===== src/rtl/param_reorder_buffer.sv =====
// In-order reorder buffer: circular entry array with head/tail pointers, multi-port
// CDB writeback, bypassed operand query port and a single in-order commit port.
module param_reorder_buffer #(
  parameter int DEPTH   = 8,
  parameter int DATA_W  = 32,
  parameter int AREG_W  = 5,
  parameter int NUM_CDB = 2,
  localparam int TAG_W  = $clog2(DEPTH),
  localparam int CNT_W  = TAG_W + 1
) (
  input  logic                      clk,
  input  logic                      reset,
  input  logic                      flush,
  input  logic                      allocate,
  input  logic [AREG_W-1:0]         dest_arch_reg,
  input  logic                      is_store,
  output logic [TAG_W-1:0]          alloc_tag,
  output logic                      rob_full,
  input  logic [NUM_CDB-1:0]        cdb_valid,
  input  logic [NUM_CDB*TAG_W-1:0]  cdb_tag,
  input  logic [NUM_CDB*DATA_W-1:0] cdb_val,
  input  logic [NUM_CDB-1:0]        cdb_exc,
  input  logic [TAG_W-1:0]          query_tag,
  output logic                      query_ready,
  output logic [DATA_W-1:0]         query_val,
  output logic                      commit_valid,
  output logic                      commit_is_store,
  output logic                      commit_exc,
  output logic [AREG_W-1:0]         commit_arch_reg,
  output logic [DATA_W-1:0]         commit_val,
  output logic [TAG_W-1:0]          commit_tag,
  input  logic                      commit_ack,
  output logic [CNT_W-1:0]          count,
  output logic                      rob_empty
);
  localparam logic [CNT_W-1:0] FULL_CNT = CNT_W'(DEPTH);

  logic [DEPTH-1:0]  valid_q, ready_q, exc_q, store_q;
  logic [AREG_W-1:0] areg_q  [DEPTH];
  logic [DATA_W-1:0] value_q [DEPTH];
  logic [TAG_W-1:0]  head_q, tail_q;
  logic [CNT_W-1:0]  count_q;

  logic [TAG_W-1:0]  tag_w [NUM_CDB];
  logic [DATA_W-1:0] val_w [NUM_CDB];

  genvar g;
  generate
    for (g = 0; g < NUM_CDB; g++) begin : g_cdb
      assign tag_w[g] = cdb_tag[g*TAG_W +: TAG_W];
      assign val_w[g] = cdb_val[g*DATA_W +: DATA_W];
    end
  endgenerate

  logic alloc_ok, commit_fire;

  assign rob_full        = (count_q == FULL_CNT);
  assign rob_empty       = (count_q == '0);
  assign count           = count_q;
  assign alloc_tag       = tail_q;
  assign alloc_ok        = allocate && !rob_full;
  assign commit_valid    = valid_q[head_q] && ready_q[head_q];
  assign commit_fire     = commit_valid && commit_ack;
  assign commit_tag      = head_q;
  assign commit_is_store = store_q[head_q];
  assign commit_exc      = exc_q[head_q];
  assign commit_arch_reg = areg_q[head_q];
  assign commit_val      = value_q[head_q];

  // Control state; ascending port loop makes the highest-index CDB port win.
  always_ff @(posedge clk or posedge reset) begin
    if (reset) begin
      valid_q <= '0;
      ready_q <= '0;
      exc_q   <= '0;
      head_q  <= '0;
      tail_q  <= '0;
      count_q <= '0;
    end else if (flush) begin
      valid_q <= '0;
      ready_q <= '0;
      exc_q   <= '0;
      head_q  <= '0;
      tail_q  <= '0;
      count_q <= '0;
    end else begin
      for (int i = 0; i < NUM_CDB; i++) begin
        if (cdb_valid[i] && valid_q[tag_w[i]]) begin
          ready_q[tag_w[i]] <= 1'b1;
          exc_q[tag_w[i]]   <= cdb_exc[i];
        end
      end
      if (commit_fire) begin
        valid_q[head_q] <= 1'b0;
        head_q          <= head_q + TAG_W'(1);
      end
      // Tail entry is never valid when allocation is accepted, so no CDB overlap.
      if (alloc_ok) begin
        valid_q[tail_q] <= 1'b1;
        ready_q[tail_q] <= 1'b0;
        exc_q[tail_q]   <= 1'b0;
        tail_q          <= tail_q + TAG_W'(1);
      end
      case ({alloc_ok, commit_fire})
        2'b10:   count_q <= count_q + CNT_W'(1);
        2'b01:   count_q <= count_q - CNT_W'(1);
        default: count_q <= count_q;
      endcase
    end
  end

  // Payload storage carries no reset; it is only observed once ready/valid say so.
  always_ff @(posedge clk) begin
    for (int i = 0; i < NUM_CDB; i++) begin
      if (cdb_valid[i] && valid_q[tag_w[i]]) value_q[tag_w[i]] <= val_w[i];
    end
    if (alloc_ok) begin
      areg_q[tail_q]  <= dest_arch_reg;
      store_q[tail_q] <= is_store;
    end
  end

  always_comb begin
    query_ready = ready_q[query_tag];
    query_val   = value_q[query_tag];
    for (int i = 0; i < NUM_CDB; i++) begin
      if (cdb_valid[i] && tag_w[i] == query_tag) begin
        query_ready = 1'b1;
        query_val   = val_w[i];
      end
    end
  end
endmodule


===== config.mk =====
export PLATFORM = sky130hd
export DESIGN_NAME = param_reorder_buffer
export DESIGN_NICKNAME = d
export VERILOG_FILES = /design/src/rtl/param_reorder_buffer.sv
export SDC_FILE = /design/constraint.sdc
export NUM_CORES = 1
export LEC_CHECK = 0
export CAP_MARGIN = 10
export CORE_MARGIN = 10
export CORE_UTILIZATION = 25
export CTS_CLUSTER_SIZE = 16
export DETAILED_ROUTE_END_ITERATION = 10
export RECOVER_POWER = 50
export SYNTH_ARGS = -nofsm -noshare
export SYNTH_HDL_FRONTEND = slang
export SYNTH_SLANG_ARGS = --single-unit
export TNS_END_PERCENT = 20

===== constraint.sdc =====
create_clock -name clk -period 5.13 [get_ports clk]
set_input_delay 1.539 -clock clk [delete_from_list [all_inputs] [get_ports clk]]
set_output_delay 1.539 -clock clk [all_outputs]
set_load 0.03 [all_outputs]

==> run_results.csv <==
group,metric,value,unit
run_status,status,"finished, violations left",
run_status,violations,"max-capacitance violations, max-slew violations",
sta,fmax,197,MHz
grt,grt.busiest_layer,"met2",
routing,routed_wl,70100,um
min_path,whs_endpoint,"ready_q[4]",
routing,drc,0,
clock_tree,cts_buffer_depth,3,
routing,drt-initial-drc-count,1212,
power_and_ir_drop,p_per_area,276,nW/um^2
routing,wl_per_cell,26.3,um
yosys,yosysWarnings,0,
clock_tree,clk_pin_slew,0.06,ns
critical_path,path_class,"primary input to primary output",
grt,groute.layer.met2.usage,25.2,%
sta,finalHoldViolCount,0,
sta,fin_skew,0.0205,ns
critical_path,rrSetupSlack,0.63,ns
sta,setup_violations,0,
power_and_ir_drop,peakVddDrop,0.219,mV
floorplan,die_w,298,um
clock_tree,clockRootBuffer,"clkbuf_16",
routing,vias_per_cell,5.19,
critical_path,cp_max_fo,37,
yosys,syn_area,19300,um^2
yosys,synthArstFlopShare,10.1,%
sta,layout_min_cycle_time,5.08,ns
final_layout,area_delta_synth_final,26.2,%
floorplan,core,76200,um^2
critical_path,crit_path_end_kind,"primary output",
routing,drt_pre_antenna_iters,5,
grt,grt_pass1_vias,14240,
critical_path,critPathSlowestCell,"clkdlybuf4s50_1",
power_and_ir_drop,p_leak,8.31,nW
clock_tree,cts_buffers,41,
sta,finalCritPeriodShare,99.0,%
min_path,hold_path.startpoint,"ready_q[4]",
clock_tree,insertion_delay,0.58,ns
grt,grtUsageMet1,19.1,%
yosys,post_synth_num_cell_types,58,
yosys,ys_seq_area_share,51.8,%
grt,met3_usage,4.65,%
place,io_buffer_count,172,
floorplan,row_count,101,
routing,vias,13870,
grt,antenna_found_initial,12,
sta,worst_pin_slew,2.57,ns
place,gp_congestion,0.854,
min_path,hold_depth,1,
floorplan,die_y,298,um
critical_path,worst_path_most_repeated_cell,"buf_12",
clock_tree,cts_tree,"yes",
clock_tree,post_cts_buffers,0,
critical_path,cp_data_required_time,3.59,ns
sta,maxSlewHeadroom,-71.5,%
floorplan,die_area,88600,um^2
sta,slew_violations,132,
grt,grt_overflow,0,
final_layout,drive_above_1_share,36.5,%
yosys,syn_inst,1407,
place,hpwl,47200,um
critical_path,worstSetupStartpointType,"primary input",
routing,drtAntennaViolNets,0,
critical_path,crit_chain,"clkdlybuf4s50_1 -> xor2_1 -> nor3_2 -> buf_12 -> nand2_1 -> o21ai_1 -> buf_4 -> buf_12",
final_layout,utilization,31.9,%
min_path,hold_path.class,"flop to flop",
yosys,synthTopCellsByArea,"edfxtp_1 (47%), mux2_2 (16%), mux4_2 (9.9%)",
yosys,synth.avg_cell_area,13.7,um^2
grt,grt_util_all_layers,15.4,%
floorplan,ios,173,
clock_tree,cts_sinks,338,
final_layout,num-nets-final,1700,
critical_path,r2r-end,"count[3]",
grt,grt_first_pass_wirelength,102000,um
critical_path,rr_worst_depth,11,
critical_path,max_stage_delay,0.60,ns
yosys,synth_top_area_cell,"edfxtp_1",
critical_path,worstReg2RegStart,"commit_tag[0]",
yosys,synth-edff-count,304,
yosys,syn_nets,1500,
yosys,synthFlopType,"edfxtp_1",
sta,grt_setup_unrepaired,"false",
run,drv_cap,6,
power_and_ir_drop,total_power,6.71,mW
clock_tree,ctsHtreeMaxLevel,2,
yosys,ys_seq_elements,338,
yosys,synth_top_area_share,47.4,%
grt,grt_start_max_net_pins,51,
critical_path,cp.arrival,3.54,ns
floorplan,start_util,25.3,%
==> metal layers <==
| layer | up-vias | part of all wire, % |
|---|---|---|
| li1 | 6001 | - |
| met1 | 7025 | 40 |
| met2 | 704 | 48 |
| met3 | 130 | 9.8 |
| met4 | 10 | 2.8 |
| met5 | - | 0.088 |
==> cells in the final DEF (no fill, tap or decap), types with 17 or more instances in the layout <==
cell type	netlist	layout
dfrtp_1	34	31
buf_4	1	95
edfxtp_1	304	304
nor2_1	64	64
mux4_2	85	85
clkdlybuf4s50_1	0	99
clkbuf_1	70	17
buf_12	0	49
nand2_1	110	105
a21oi_1	34	35
mux2i_1	91	91
o21ai_0	85	76
clkbuf_16	0	42
a22oi_1	18	18
mux2_2	274	273
==> how the worst max path moves through the flow <==
stage / from / to / slack [ns] / cells past startpoint
floorplan: query_tag[1] / query_val[25] / 0.11 / 8
global placement: cdb_tag[0] / query_val[1] / -0.38 / 9
detailed placement: cdb_tag[2] / query_val[1] / -0.33 / 9
CTS: cdb_tag[2] / query_val[12] / 0.001 / 9
global route: cdb_tag[4] / query_val[21] / 0.008 / 8
finish: cdb_tag[4] / query_val[21] / 0.05 / 8
==> logic make-up (layout without fill, tap and decap cells) <==
logic type                 Yosys count  count (layout)  synth area share (%)
AOI/OAI and AO/OA                  243             243                  8.45
xor gates and xnor gates            11              11                 0.539
adders and majority gates            5               5                 0.364
buffers and inverters              118             350                  2.53
DFF                                338             338                  51.8
muxes                              452             452                  30.8
other                                0               2                     0
and+or+nand+nor                    240             240                  5.53
==> sequential cells by signal, summed over array words and instances, names as in the netlist <==
| signal | count |
|---|---|
| store_q | 8 |
| areg_q | 40 |
| count | 4 |
| alloc_tag | 3 |
| value_q | 256 |
| ready_q | 8 |
| exc_q | 8 |
| commit_tag | 3 |
| valid_q | 8 |
==> cell usage after synthesis (3+ instances only) <==
cell      count
a21boi_0      7
nand4_1       6
a221oi_1     12
mux4_2       85
o21a_1        7
nand2_1     110
nor3_1        9
nor2_1       64
nor3b_1       3
o221ai_1     12
and2_1        3
buf_2        27
a21o_1        4
a211oi_1      4
and3_1        3
o21ai_0      85
xnor2_1       7
a21oi_1      34
nand2b_1      5
inv_1         8
a22o_1        7
a221o_1      16
nor2b_1      10
edfxtp_1    304
mux2_2      274
a222oi_1      3
a311oi_1      3
buf_1        11
ha_1          4
dfrtp_1      34
clkbuf_1     70
o21ba_2       8
a31oi_1      16
mux2i_1      91
xor2_1        3
a22oi_1      18
nand3_1      15
==> critical path, delay by kind of cell <==
kind                      cells  cell delay [ns]
xor gates and xnor gates      1             0.25
AOI/OAI and AO/OA             1             0.16
and+or+nand+nor               2             0.41
buffers and inverters         4             1.15
==> power breakdown <==
part	switching [mW]	internal, mW	total (mW)
registers	0.0160	3.03	3.04
clock network	1.22	1.63	2.85
logic	0.432	0.383	0.815
total	1.67	5.04	6.71
==> metrics by stage <==
stage,instance area [um^2],setup slack (ns),instances,hold slack [ns],TNS (ns)
2_1_floorplan,19300,0.115,1407,0.476,0
4_1_cts,24400,0.000981,2669,0.521,0
6_report,24300,0.0522,2671,0.526,0
3_3_place_gp,23100,-0.381,2594,0.494,-0.608
3_5_place_dp,23100,-0.329,2594,0.508,-0.616
5_1_grt,24300,0.00759,2671,0.554,0
==> what timing repair did <==
| action | in CTS | in global routing |
|---|---|---|
| gates cloned | 0 | 0 |
| pin swaps | 0 | 1 |
| hold buffers | 0 | 0 |
| resized for setup | 6 | 7 |
| setup endpoints to repair | 4 | 9 |
==> area by class of cell <==
cell class	count	area, um^2
clock inverter	24	209
fill	7474	51900
multi-input combinational	951	8840
clock buffer	51	1090
tap	1030	1290
sequential	338	9990
timing repair buffer	267	2850
antenna	2	5.00
inverter	8	30.0
Power figures use the tool's default switching activity.
